File: src/rtl/hack_mem_arbiter.sv
// Single-port data-RAM arbiter sharing the Hack CPU memory port with a DMA master.
// Grants at most one access per cycle; read data returns one cycle after issue.
module hack_mem_arbiter #(
  parameter int DMA_MAX_BURST = 4,
  parameter int STARVE_LIMIT  = 8
) (
  input  logic        clock,
  input  logic        reset_n,
  input  logic        cpu_req,
  input  logic        cpu_we,
  input  logic [14:0] cpu_addr,
  input  logic [15:0] cpu_wdata,
  output logic [15:0] cpu_rdata,
  output logic        cpu_stall,
  input  logic        dma_req,
  input  logic        dma_we,
  input  logic [14:0] dma_addr,
  input  logic [15:0] dma_wdata,
  output logic        dma_gnt,
  output logic        dma_rvalid,
  output logic [15:0] dma_rdata,
  output logic        mem_en,
  output logic        mem_we,
  output logic [14:0] mem_addr,
  output logic [15:0] mem_wdata,
  input  logic [15:0] mem_rdata
);

  typedef enum logic [1:0] {
    IDLE,
    CPU_RD,
    DMA_RD
  } state_t;

  localparam logic [3:0] BURST_MAX  = 4'(DMA_MAX_BURST);
  localparam logic [3:0] STARVE_MAX = 4'(STARVE_LIMIT);

  state_t      state;
  logic [3:0]  starve_cnt;
  logic [3:0]  burst_cnt;
  logic [15:0] cpu_rdata_q;

  logic cpu_can;
  logic dma_can;
  logic grant_cpu;
  logic grant_dma;

  // While the CPU read is returning, the still-held request must not be reissued.
  assign cpu_can = reset_n && cpu_req && (state != CPU_RD);
  assign dma_can = reset_n && dma_req;

  // A full burst hands the slot back to the CPU even when the DMA is starving.
  always_comb begin
    grant_cpu = 1'b0;
    grant_dma = 1'b0;
    if (cpu_can) begin
      if (dma_can && (starve_cnt == STARVE_MAX) && (burst_cnt != BURST_MAX))
        grant_dma = 1'b1;
      else
        grant_cpu = 1'b1;
    end else if (dma_can) begin
      grant_dma = 1'b1;
    end
  end

  always_comb begin
    mem_en    = grant_cpu | grant_dma;
    mem_we    = 1'b0;
    mem_addr  = cpu_addr;
    mem_wdata = cpu_wdata;
    if (grant_dma) begin
      mem_we    = dma_we;
      mem_addr  = dma_addr;
      mem_wdata = dma_wdata;
    end else if (grant_cpu) begin
      mem_we = cpu_we;
    end
  end

  assign dma_gnt    = grant_dma;
  assign cpu_stall  = cpu_req && !((grant_cpu && cpu_we) || (state == CPU_RD));
  assign cpu_rdata  = (state == CPU_RD) ? mem_rdata : cpu_rdata_q;
  assign dma_rvalid = (state == DMA_RD);
  assign dma_rdata  = (state == DMA_RD) ? mem_rdata : 16'h0000;

  // The state records whose read data arrives next cycle; writes finish in place.
  always_ff @(posedge clock or negedge reset_n) begin
    if (!reset_n) begin
      state       <= IDLE;
      starve_cnt  <= 4'd0;
      burst_cnt   <= 4'd0;
      cpu_rdata_q <= 16'h0000;
    end else begin
      if (state == CPU_RD)
        cpu_rdata_q <= mem_rdata;

      if (grant_cpu && !cpu_we)
        state <= CPU_RD;
      else if (grant_dma && !dma_we)
        state <= DMA_RD;
      else
        state <= IDLE;

      if (grant_dma)
        starve_cnt <= 4'd0;
      else if (dma_req && (starve_cnt != STARVE_MAX))
        starve_cnt <= starve_cnt + 4'd1;

      if (!cpu_req || grant_cpu)
        burst_cnt <= 4'd0;
      else if (grant_dma && (burst_cnt != BURST_MAX))
        burst_cnt <= burst_cnt + 4'd1;
    end
  end

endmodule
File: config.mk
export PLATFORM = sky130hd
export DESIGN_NAME = hack_mem_arbiter
export DESIGN_NICKNAME = d
export VERILOG_FILES = /design/src/rtl/hack_mem_arbiter.sv
export SDC_FILE = /design/constraint.sdc
export NUM_CORES = 1
export LEC_CHECK = 0
export CORE_ASPECT_RATIO = 1.1
export CORE_MARGIN = 2
export CORE_UTILIZATION = 24
export CTS_BUF_LIST = sky130_fd_sc_hd__clkbuf_2 sky130_fd_sc_hd__clkbuf_4 sky130_fd_sc_hd__clkbuf_8
export DETAILED_ROUTE_END_ITERATION = 16
export GPL_ROUTABILITY_DRIVEN = 0
export PLACE_DENSITY = 0.73
export SLEW_MARGIN = 40
export SYNTH_ARGS = -nofsm -noshare
export SYNTH_HDL_FRONTEND = slang
export SYNTH_SLANG_ARGS = --single-unit
File: constraint.sdc
create_clock -name clock -period 4.75 [get_ports clock]
set_input_delay 1.1875 -clock clock [delete_from_list [all_inputs] [get_ports clock]]
set_output_delay 1.1875 -clock clock [all_outputs]
set_load 0.005 [all_outputs]
==> results.yml <==
status:
  status: "complete, no violations"
finish:
  final_area_um2: 3390
  n_antenna_cell: 0
  drive_gt1_share_pct: 8.96
  nets: 424
  syn2layout_area_growth_pct: 96.7
yosys:
  yosysSeqAreaShare_pct: 37.8
  synth_edf_count: 0
  synth.largest_area_cell: "dfrtp_1"
  synth_flop_cell: "dfrtp_1"
  postSynthCellCount: 186
  ys_warn_count: 0
  syn-cell-area_um2: 1720
  synthTopCellsByArea: "dfrtp_1, nand2_1, mux2_2"
  yosysTopAreaCellShare_pct: 37.8
  synth.ff_latch_count: 26
  async_flop_share_pct: 100
  synth.distinct_cells: 32
  syn_nets: 274
  synth_area_per_cell_um2: 9.26
timing:
  maxSlewViolCount: 0
  period_minus_slack_ns: 4.35
  relSlewSlack_pct: 66.4
  finalWorstSetupSlack_ns: 0.403
  rsz0062_at_grt: "no"
  max_freq_mhz: 230
  finClkSkew_ns: 0.00358
  timing.final.crit_share_pct: 91.5
  finalSetupViolations: 0
  whs_ns: 0.481
  tns_ns: 0
  worstMarginPinSlew_ns: 0.503
  hold_viol: 0
cts:
  clk_pin_slew_ns: 0.09
  clockBufferDepth: 2
  cts_tree: "done"
  numClockSinks: 26
  cts_resized: 0
  clk_latency_ns: 0.27
  cts_root_buf: "clkbuf_8"
  cts_buffers: 3
  htree_levels: 1
  hold_buffers: 0
  postCtsSetupRepairBufs: 0
drt:
  drt_pass1_iterations: 4
  ant_nets: 0
  viasPerCell: 4.51
  vias: 1893
  post-route-drc-count: 0
  wire_per_inst_um: 14.1
  wirelength_um: 5930
  drtIter0Drc: 47
global_route:
  grt_pass1_wl_um: 9380
  grt_max_degree: 30
  antenna_found_initial: 0
  grtUsageTotal_pct: 14.4
  grt_pass1_vias: 1945
  overflow: 0
placed_design:
  hpwl_um: 4740
  io_buffers: 151
  pre_cts_slack_ns: 0.385
  placed_area_um2: 3310
worst_setup_path:
  worstPathCellList: "clkdlybuf4s50_1, nand2_1, a31oi_4, buf_4, mux2_2, clkdlybuf4s50_1"
  crit_required_ns: 3.56
  critPathLaunchType: "input pin"
  crit_path_end_kind: "output pin"
  slowest_stage: "clkdlybuf4s50_1"
  crit_arrival_ns: 3.16
  critical_path_buf_inv_count: 3
  crit_family: "buffers and inverters"
  slowest_delay_ns: 0.58
  crit_fanout: 9
  cp_common_cell: "clkdlybuf4s50_1"
  criticalPathCategory: "input pin to output pin"
min_path:
  hold_path_class: "flip-flop to flip-flop"
floorplanning:
  start_util_pct: 24.7
  die_w_um: 84.8
  die_y_um: 92.8
  coreArea_um2: 6970
  io-pin-count: 152
  num_rows: 32
  dieArea_um2: 7870
power_and_ir_drop:
  finalPower_mw: 0.832
  powerDensity_nw_per_um2: 246
  power.leakage_nw: 1.44
  irDropWorstVdd_v: 0.000169
job:
  maxCapViolCount: 0
==> registers in the layout, indices dropped and copies added, names as in the netlist <==
signal       flops
cpu_rdata_q     16
burst_cnt        4
starve_cnt       4
state            2
==> cell usage in the layout (no fill, tap or decap), types with 2 or more instances in the layout <==
cell type | netlist | routed
clkbuf_8 | 0 | 3
and2_1 | 16 | 16
buf_4 | 2 | 2
nor2_1 | 5 | 5
nand2_1 | 55 | 55
mux2_1 | 13 | 13
mux2_2 | 18 | 18
inv_1 | 6 | 6
ha_1 | 4 | 4
nand3_1 | 5 | 5
nand2b_1 | 3 | 2
o21ai_0 | 3 | 3
xor2_1 | 2 | 2
a21oi_1 | 5 | 5
clkdlybuf4s50_1 | 0 | 151
dfrtp_1 | 26 | 26
==> final timing paths <==
path                           startpoint        endpoint  slack [ns]  cells past startpoint
setup / recovery                  reset_n    mem_addr[11]        0.40                      6
hold / removal             cpu_rdata_q[0]  cpu_rdata_q[0]        0.48                      2
setup reg to reg             burst_cnt[0]    burst_cnt[0]        2.96                      6
hold reg to reg            cpu_rdata_q[0]  cpu_rdata_q[0]        0.48                      2
max in group asynchronous         reset_n    burst_cnt[3]        3.07                      2
min in group asynchronous         reset_n    burst_cnt[1]        1.12                      1
==> where the power goes <==
part	leakage [nW]	total [mW]	internal, mW	switching [mW]
Clock	0.0357	0.185	0.113	0.0718
Combinational	1.08	0.353	0.224	0.129
Sequential	0.331	0.294	0.269	0.0252
==> per-stage QoR <==
| stage | std cells | util [%] |
|---|---|---|
| after CTS | 420 | 48.6 |
| final | 420 | 48.6 |
| after floorplan | 186 | - |
| after global placement | 416 | 47.5 |
| after detailed placement | 416 | 47.5 |
| after global routing | 420 | 48.6 |
==> cell families after synthesis <==
logic type	share of synthesized area, %
fa+ha+maj	2.91
buf+inv	5.45
flops	37.8
xor+xnor	1.53
simple gates	26.7
mux	20.3
compound gates	5.38
==> layout make-up <==
class / count / area, µm²
Fill cell: 661 / 3580
Timing Repair Buffer: 154 / 1550
Multi-Input combinational cell: 145 / 988
Sequential cell: 26 / 651
Tap cell: 85 / 106
Clock buffer: 3 / 41.3
Clock inverter: 1 / 30.0
Inverter: 6 / 22.5
==> worst min-delay path, stage by stage, from the launching register on <==
cell and delay [ns]:
dfrtp_1 0.33, nand2_1 0.04, nand2_1 0.08
==> synthesized netlist by cell type, types with 2 or more instances <==
master / instances
inv_1: 6
clkbuf_1: 3
nand2b_1: 3
buf_4: 2
mux2_2: 18
nor2_1: 5
o21ai_0: 3
nand2_1: 55
and2_1: 16
a21oi_1: 5
xor2_1: 2
nand3_1: 5
mux2_1: 13
buf_6: 4
ha_1: 4
dfrtp_1: 26
==> layer usage <==
metal / up-vias / wire [µm] / track usage, %
met2: 89 / 3040 / 27.2
met3: 6 / 540 / 3.57
met4: 0 / 43 / 2.78
met1: 884 / 2310 / 16.5
li1: 914 / - / -
met5: - / 0 / 0
No activity file was read; power rests on OpenSTA's default activity.
